<file path="src/rtl/otter_fetch_pkg.sv">
// Shared types and constants for the Otter instruction-fetch front end.
package otter_fetch_pkg;

  localparam int unsigned XLEN = 32;

  localparam logic [XLEN-1:0] DEFAULT_RESET_VECTOR = 32'h0000_0000;
  localparam logic [XLEN-1:0] NOP_INSTR            = 32'h0000_0013;

  // Redirect target select coming from execute.
  typedef enum logic [2:0] {
    PC_SRC_NONE   = 3'd0,
    PC_SRC_JALR   = 3'd1,
    PC_SRC_BRANCH = 3'd2,
    PC_SRC_JAL    = 3'd3,
    PC_SRC_MTVEC  = 3'd4,
    PC_SRC_MEPC   = 3'd5
  } pc_src_e;

  // REQ: request on the bus, WAIT: one request outstanding, FULL: buffer holds an instruction.
  typedef enum logic [1:0] {
    FETCH_REQ  = 2'd0,
    FETCH_WAIT = 2'd1,
    FETCH_FULL = 2'd2
  } fetch_state_e;

  // Instruction presented to decode.
  typedef struct packed {
    logic [XLEN-1:0] pc;
    logic [XLEN-1:0] instr;
  } if_payload_t;

  // Clear the two byte-offset bits so a fetch address is always word aligned.
  function automatic logic [XLEN-1:0] word_align(input logic [XLEN-1:0] addr);
    return addr & ~XLEN'(32'h3);
  endfunction

endpackage

</file>
<file path="src/rtl/otter_pc_target_mux.sv">
// Redirect target select and alignment check for the fetch unit.
// With OTTER_MISALIGN_TRAP_EN defined, a misaligned jal/branch/jalr target
// is replaced by MTVEC and flagged; otherwise the low target bits are dropped.
module otter_pc_target_mux
  import otter_fetch_pkg::*;
(
  input  logic            redirect,
  input  logic [2:0]      pc_source,
  input  logic [XLEN-1:0] jal,
  input  logic [XLEN-1:0] branch,
  input  logic [XLEN-1:0] jalr,
  input  logic [XLEN-1:0] mtvec,
  input  logic [XLEN-1:0] mepc,
  output logic            redirect_valid_c,
  output logic [XLEN-1:0] target_c
`ifdef OTTER_MISALIGN_TRAP_EN
  ,
  output logic            misalign_c,
  output logic [XLEN-1:0] bad_target_c
`endif
);

  logic [XLEN-1:0] raw_target;
  logic            src_valid;

  // Pick the candidate target; unused encodings do not redirect.
  always_comb begin
    raw_target = '0;
    src_valid  = 1'b0;
    case (pc_src_e'(pc_source))
      PC_SRC_JALR:   begin raw_target = jalr;   src_valid = 1'b1; end
      PC_SRC_BRANCH: begin raw_target = branch; src_valid = 1'b1; end
      PC_SRC_JAL:    begin raw_target = jal;    src_valid = 1'b1; end
      PC_SRC_MTVEC:  begin raw_target = mtvec;  src_valid = 1'b1; end
      PC_SRC_MEPC:   begin raw_target = mepc;   src_valid = 1'b1; end
      default:       begin raw_target = '0;     src_valid = 1'b0; end
    endcase
  end

`ifdef OTTER_MISALIGN_TRAP_EN
  logic ctrl_xfer;

  // Control transfers to a non-word address divert to the trap vector.
  always_comb begin
    ctrl_xfer        = (pc_source == 3'(PC_SRC_JALR))
                    || (pc_source == 3'(PC_SRC_BRANCH))
                    || (pc_source == 3'(PC_SRC_JAL));
    redirect_valid_c = redirect && src_valid;
    misalign_c       = redirect && ctrl_xfer && (raw_target[1:0] != 2'b00);
    bad_target_c     = raw_target;
    target_c         = word_align(misalign_c ? mtvec : raw_target);
  end
`else
  // Misalignment is not trapped: the byte offset is silently dropped.
  always_comb begin
    redirect_valid_c = redirect && src_valid;
    target_c         = word_align(raw_target);
  end
`endif

endmodule

</file>
<file path="src/rtl/otter_fetch_unit.sv">
// Otter MCU instruction-fetch front end: PC register, one-outstanding
// instruction-memory requests, single-entry output buffer towards decode and
// epoch-based flushing on redirects.
// Optional feature macro: OTTER_MISALIGN_TRAP_EN (trap misaligned jumps to MTVEC).
module otter_fetch_unit
  import otter_fetch_pkg::*;
#(
  parameter logic [XLEN-1:0] RESET_VECTOR = DEFAULT_RESET_VECTOR
) (
  input  logic            CLK,
  input  logic            RST_N,
  input  logic            REDIRECT,
  input  logic [2:0]      PC_SOURCE,
  input  logic [XLEN-1:0] JAL,
  input  logic [XLEN-1:0] BRANCH,
  input  logic [XLEN-1:0] JALR,
  input  logic [XLEN-1:0] MTVEC,
  input  logic [XLEN-1:0] MEPC,
  output logic            IMEM_REQ,
  output logic [XLEN-1:0] IMEM_ADDR,
  input  logic            IMEM_GNT,
  input  logic            IMEM_RVALID,
  input  logic [XLEN-1:0] IMEM_RDATA,
  output logic            IF_VALID,
  output logic [XLEN-1:0] IF_PC,
  output logic [XLEN-1:0] IF_INSTR,
  input  logic            IF_READY,
  output logic            MISALIGN,
  output logic [XLEN-1:0] MISALIGN_ADDR
);

  fetch_state_e    state_q, state_d;
  logic [XLEN-1:0] pc_q, pc_d;
  logic            epoch_q, epoch_d;
  logic            req_epoch_q, req_epoch_d;
  logic [XLEN-1:0] req_pc_q, req_pc_d;
  logic            if_valid_q, if_valid_d;
  if_payload_t     if_buf_q, if_buf_d;
  logic            imem_req_q, imem_req_d;
  logic [XLEN-1:0] imem_addr_q, imem_addr_d;

  logic            redirect_valid_c;
  logic [XLEN-1:0] target_c;

`ifdef OTTER_MISALIGN_TRAP_EN
  logic            misalign_c;
  logic [XLEN-1:0] bad_target_c;
  logic            misalign_q, misalign_d;
  logic [XLEN-1:0] misalign_addr_q, misalign_addr_d;
`endif

  otter_pc_target_mux u_target_mux (
    .redirect         (REDIRECT),
    .pc_source        (PC_SOURCE),
    .jal              (JAL),
    .branch           (BRANCH),
    .jalr             (JALR),
    .mtvec            (MTVEC),
    .mepc             (MEPC),
    .redirect_valid_c (redirect_valid_c),
    .target_c         (target_c)
`ifdef OTTER_MISALIGN_TRAP_EN
    ,
    .misalign_c       (misalign_c),
    .bad_target_c     (bad_target_c)
`endif
  );

  // State, PC, epoch and output-buffer registers.
  always_ff @(posedge CLK or negedge RST_N) begin
    if (!RST_N) begin
      state_q     <= FETCH_REQ;
      pc_q        <= RESET_VECTOR;
      epoch_q     <= 1'b0;
      req_epoch_q <= 1'b0;
      req_pc_q    <= RESET_VECTOR;
      if_valid_q  <= 1'b0;
      if_buf_q    <= '{pc: '0, instr: NOP_INSTR};
      imem_req_q  <= 1'b0;
      imem_addr_q <= RESET_VECTOR;
    end else begin
      state_q     <= state_d;
      pc_q        <= pc_d;
      epoch_q     <= epoch_d;
      req_epoch_q <= req_epoch_d;
      req_pc_q    <= req_pc_d;
      if_valid_q  <= if_valid_d;
      if_buf_q    <= if_buf_d;
      imem_req_q  <= imem_req_d;
      imem_addr_q <= imem_addr_d;
    end
  end

  // Next-state, PC update and buffer load; a redirect overrides the normal flow.
  always_comb begin
    state_d     = state_q;
    pc_d        = pc_q;
    epoch_d     = epoch_q;
    req_epoch_d = req_epoch_q;
    req_pc_d    = req_pc_q;
    if_valid_d  = if_valid_q;
    if_buf_d    = if_buf_q;
    imem_req_d  = 1'b0;
    imem_addr_d = imem_addr_q;

    case (state_q)
      FETCH_REQ: begin
        // imem_req_q gates GNT so the first cycle after reset cannot be granted.
        if (imem_req_q && IMEM_GNT) begin
          req_epoch_d = epoch_q;
          req_pc_d    = pc_q;
          pc_d        = pc_q + XLEN'(4);
          state_d     = FETCH_WAIT;
        end
      end
      FETCH_WAIT: begin
        if (IMEM_RVALID) begin
          if ((req_epoch_q == epoch_q) && !redirect_valid_c) begin
            if_valid_d     = 1'b1;
            if_buf_d.pc    = req_pc_q;
            if_buf_d.instr = IMEM_RDATA;
            state_d        = FETCH_FULL;
          end else begin
            state_d = FETCH_REQ;
          end
        end
      end
      FETCH_FULL: begin
        if (IF_READY) begin
          if_valid_d = 1'b0;
          state_d    = FETCH_REQ;
        end
      end
      default: begin
        state_d = FETCH_REQ;
      end
    endcase

    if (redirect_valid_c) begin
      pc_d       = target_c;
      epoch_d    = ~epoch_q;
      if_valid_d = 1'b0;
      if (state_q == FETCH_FULL) begin
        state_d = FETCH_REQ;
      end
      // Pin the outstanding request to the pre-redirect epoch so that two
      // redirects in one WAIT cannot toggle the epoch back into a false match.
      if (state_d == FETCH_WAIT) begin
        req_epoch_d = epoch_q;
      end
    end

    imem_req_d  = (state_d == FETCH_REQ);
    imem_addr_d = pc_d;
  end

`ifdef OTTER_MISALIGN_TRAP_EN
  // Misalign pulse and sticky offending address.
  always_ff @(posedge CLK or negedge RST_N) begin
    if (!RST_N) begin
      misalign_q      <= 1'b0;
      misalign_addr_q <= '0;
    end else begin
      misalign_q      <= misalign_d;
      misalign_addr_q <= misalign_addr_d;
    end
  end

  // Capture the raw target whenever a misaligned jump is trapped.
  always_comb begin
    misalign_d      = misalign_c;
    misalign_addr_d = misalign_addr_q;
    if (misalign_c) begin
      misalign_addr_d = bad_target_c;
    end
  end

  assign MISALIGN      = misalign_q;
  assign MISALIGN_ADDR = misalign_addr_q;
`else
  assign MISALIGN      = 1'b0;
  assign MISALIGN_ADDR = '0;
`endif

  assign IMEM_REQ  = imem_req_q;
  assign IMEM_ADDR = imem_addr_q;
  assign IF_VALID  = if_valid_q;
  assign IF_PC     = if_buf_q.pc;
  assign IF_INSTR  = if_buf_q.instr;

endmodule

</file>
<file path="config.mk">
export PLATFORM = sky130hd
export DESIGN_NAME = otter_fetch_unit
export DESIGN_NICKNAME = d
export VERILOG_FILES = /design/src/rtl/otter_fetch_pkg.sv /design/src/rtl/otter_pc_target_mux.sv /design/src/rtl/otter_fetch_unit.sv
export SDC_FILE = /design/constraint.sdc
export NUM_CORES = 1
export LEC_CHECK = 0
export ABC_AREA = 1
export ABC_CLOCK_PERIOD_IN_PS = 1700
export CORE_MARGIN = 4
export CORE_UTILIZATION = 39
export CTS_BUF_LIST = sky130_fd_sc_hd__clkbuf_2
export DETAILED_ROUTE_END_ITERATION = 10
export PLACE_DENSITY = 0.8
export SYNTH_ARGS = -nofsm -noshare
export SYNTH_HDL_FRONTEND = slang
export SYNTH_SLANG_ARGS = --single-unit
</file>
<file path="constraint.sdc">
create_clock -name CLK -period 1.7 [get_ports CLK]
set_clock_uncertainty 0.2 [all_clocks]
set_input_delay 0.34 -clock CLK [delete_from_list [all_inputs] [get_ports CLK]]
set_output_delay 0.34 -clock CLK [all_outputs]
set_load 0.1 [all_outputs]
</file>
==> results.toml <==
[run_status]
outcome = "complete, but fails checks"
violations = "setup timing"

[finish]
seq_area_um2 = 3330
multi_input_area_um2 = 4400
post_layout_nonfiller_instances = 1774
finalCoreUtilization = 0.806
final_net_count = 1731
area_growth_syn_to_layout_pct = 100
final_layout_size_suffix_gt1_frac = 0.369
final.fill_count = 1025

[clock_tree]
clk-insertion-delay-late_ns = 0.76
clock-sinks = 128
htreeDepth = 4
cts_root_buffer = "clkbuf_2"
cts.reportedPaths.clkPinSlew_ns = 0.24
clock_path_buffers = 2
cts_inserted_buffers = 17
cts_tree = "done"

[critical_path]
cp_max_fo = 3
worst_ep_arrival_time_ns = 1.62
critPathCaptureType = "output pin"
crit-reg2reg-launch = "IMEM_ADDR[2]"
worstSetupStartpoint = "IMEM_ADDR[10]"
timing.reg2reg.setup_slack_ns = -0.41
start_kind = "register"
critPathKind = "reg2out"
worstPathRequired_ns = 1.16

[route]
drt_iter0_markers = 844
route.detailed.vias_per_inst = 5.30
post_drt_wl_per_cell_um = 20.2
antenna_violating_nets_post_route = 0
routed_wl_um = 35900
drc = 0
routed-via-count = 9398
detail_route.first_pass.iterations = 6

[sta]
min_period_ns = 2.16
fmax_ghz = 0.463
number_of_setup_violations_in_the_final_report = 187
finalCritPeriodShare = 1.27
slew_viol_final = 0
timing.slew.headroom = 0.505
worst_pin_slew_ns = 0.740
finalHoldViolCount = 0
rsz0062_at_grt = "yes"
post_route_worst_setup_slack_ns = -0.460
setup-tns-final_ns = -41.00
fin_hold_ws_ns = 0.0322

[floorplanning]
ios = 332
die_height_um = 145
die-area_um2 = 21100
floorplan.initialDensity = 0.403
std_cell_rows = 49
die_extent_in_x_um = 145
core_region_area_um2 = 18200

[power]
max-vdd-ir-drop_mv = 0.978
cellLeakagePower_nw = 6.86
power.density_nw_per_um2 = 1780

[global_route]
grt_max_degree = 49
antenna_found_initial = 3
grt_pass1_wl_um = 45900
grt_pass1_vias = 8816
grt.total_usage = 0.268
grt-ovfl-total = 0

[synth]
syn-cell-area_um2 = 7340
syn-mean-instance-area_um2 = 6.99
ys_seq_area_frac = 0.437
syn_inst = 1050
synth.lib_cells_used.distinct = 31
synth-seq-cells = 128
synth.yosys.warnings = 0
synth_area_leader_cell = "dfrtp_1"
synth_top_area_frac = 0.426
synth.top_cells.by_area = "dfrtp_1, nand2_1, nand3_1"

[run]
max_cap_viol_count = 0

[placement]
dp_hpwl_um = 21800
dp_cells = 1609
numPortBuffers = 284
gp_congestion = 0.954

[min_path]
worst_hold_startpoint = "MEPC[14]"
hp-class = "in2reg"
Yosys cell counts, drive strengths merged:
| cell type | number |
|---|---|
| nand2 | 408 |
| conb | 1 |
| o21ai | 53 |
| dfstp | 3 |
| o211ai | 1 |
| a21oi | 32 |
| nor3b | 1 |
| nand4 | 22 |
| a31oi | 1 |
| xor2 | 6 |
| clkinv | 1 |
| nor2 | 95 |
| o21bai | 2 |
| clkbuf | 14 |
| buf | 71 |
| inv | 78 |
| nand3 | 117 |
| nor3 | 7 |
| a211oi | 1 |
| ha | 1 |
| a22oi | 7 |
| dfrtp | 125 |
| a22o | 3 |
critical path, cell delays in order (launching register included):
cell and delay (ns):
dfrtp_4 0.56, buf_6 0.15, buf_12 0.16
cells in the final DEF (no fill, tap or decap), types with 3 or more instances in the layout:
master / Yosys / final
a21oi_1: 32 / 26
a21oi_2: 0 / 6
a22o_1: 3 / 3
a22oi_1: 7 / 7
buf_12: 0 / 114
buf_4: 41 / 127
buf_6: 1 / 32
buf_8: 0 / 3
bufinv_16: 0 / 4
clkbuf_16: 0 / 7
clkbuf_2: 0 / 18
clkdlybuf4s50_1: 0 / 189
clkinvlp_4: 0 / 5
conb_1: 1 / 37
dfrtp_1: 125 / 83
dfrtp_2: 0 / 15
dfrtp_4: 0 / 27
dfstp_2: 3 / 3
diode_2: 0 / 3
dlygate4sd3_1: 0 / 36
inv_1: 70 / 65
inv_2: 8 / 9
inv_4: 0 / 3
nand2_1: 408 / 294
nand2_2: 0 / 71
nand2_4: 0 / 42
nand3_1: 114 / 91
nand3_2: 3 / 19
nand3_4: 0 / 7
nand4_1: 22 / 22
nor2_1: 93 / 56
nor2_2: 0 / 22
nor2_4: 2 / 17
nor3_1: 4 / 3
nor3_4: 1 / 3
o21ai_0: 46 / 37
o21ai_1: 7 / 12
o21ai_2: 0 / 4
xor2_1: 6 / 5
per-stage QoR:
stage / area [um2] / setup slack (ns) / total power, W
finish: 14700 / -0.460 / 0.0262
global route: 14700 / -0.484 / 0.0270
CTS: 13500 / -0.395 / 0.0239
detailed placement: 12100 / -0.662 / 0.0207
global placement: 12100 / -0.618 / 0.0205
floorplan: 7700 / -0.186 / 0.0145
cell families (layout without fill, tap and decap cells):
logic type / after synthesis / after routing / share of synthesized area
compound gates: 100 / 100 / 0.0736
xor+xnor: 6 / 6 / 0.00716
fa+ha+maj: 1 / 1 / 0.00170
buf+inv: 164 / 619 / 0.111
flops: 128 / 128 / 0.437
other cells: 1 / 40 / 0.000511
simple gates: 650 / 651 / 0.369
state kept, by name, summed over array words and instances (netlist names):
signal,count
epoch_q,1
IF_INSTR,32
IF_PC,30
req_epoch_q,1
req_pc_q,30
IMEM_ADDR,30
IMEM_REQ,1
state_q,2
IF_VALID,1
power breakdown:
part           total, W  switching, W  internal (W)
clock           0.00227       0.00130      0.000965
sequential      0.00596       0.00149       0.00447
combinational    0.0180        0.0112       0.00679
total            0.0262        0.0140        0.0122
final cells by class:
class                           count  area share
Sequential cell                   128       0.227
Timing Repair Buffer              508       0.413
Inverter                           79      0.0211
Clock inverter                     14      0.0129
Multi-Input combinational cell    795       0.300
Clock buffer                       18     0.00614
Tap cell                          229      0.0195
Antenna cell                        3    0.000511
metal layers:
layer | part of all wire | track usage | routed length (um)
met1 | 0.35 | 0.319 | 12600
met2 | 0.52 | 0.486 | 18700
met3 | 0.076 | 0.0571 | 2740
met4 | 0.052 | 0.0845 | 1860
met5 | 0 | 0 | 0
repair_timing:
| item | in CTS | in global routing |
|---|---|---|
| resized for setup | 74 | 231 |
| endpoints found under the setup margin | 183 | 200 |
| hold endpoints to repair | 161 | 0 |
| pin swaps | 15 | 57 |
| setup buffers | 61 | 26 |
| cloned | 1 | 11 |
| hold buffers | 36 | 0 |
worst paths after layout:
| check | end | cells past startpoint |
|---|---|---|
| worst max-delay path | IMEM_ADDR[10] | 2 |
| worst min-delay path | IMEM_ADDR[14] | 5 |
| worst max register to register | IMEM_ADDR[12] | 12 |
| worst min register to register | IF_PC[2] | 2 |
| max in group asynchronous | IMEM_ADDR[23] | 3 |
| min in group asynchronous | IF_PC[23] | 3 |
No activity file was read; power rests on OpenSTA's default activity.
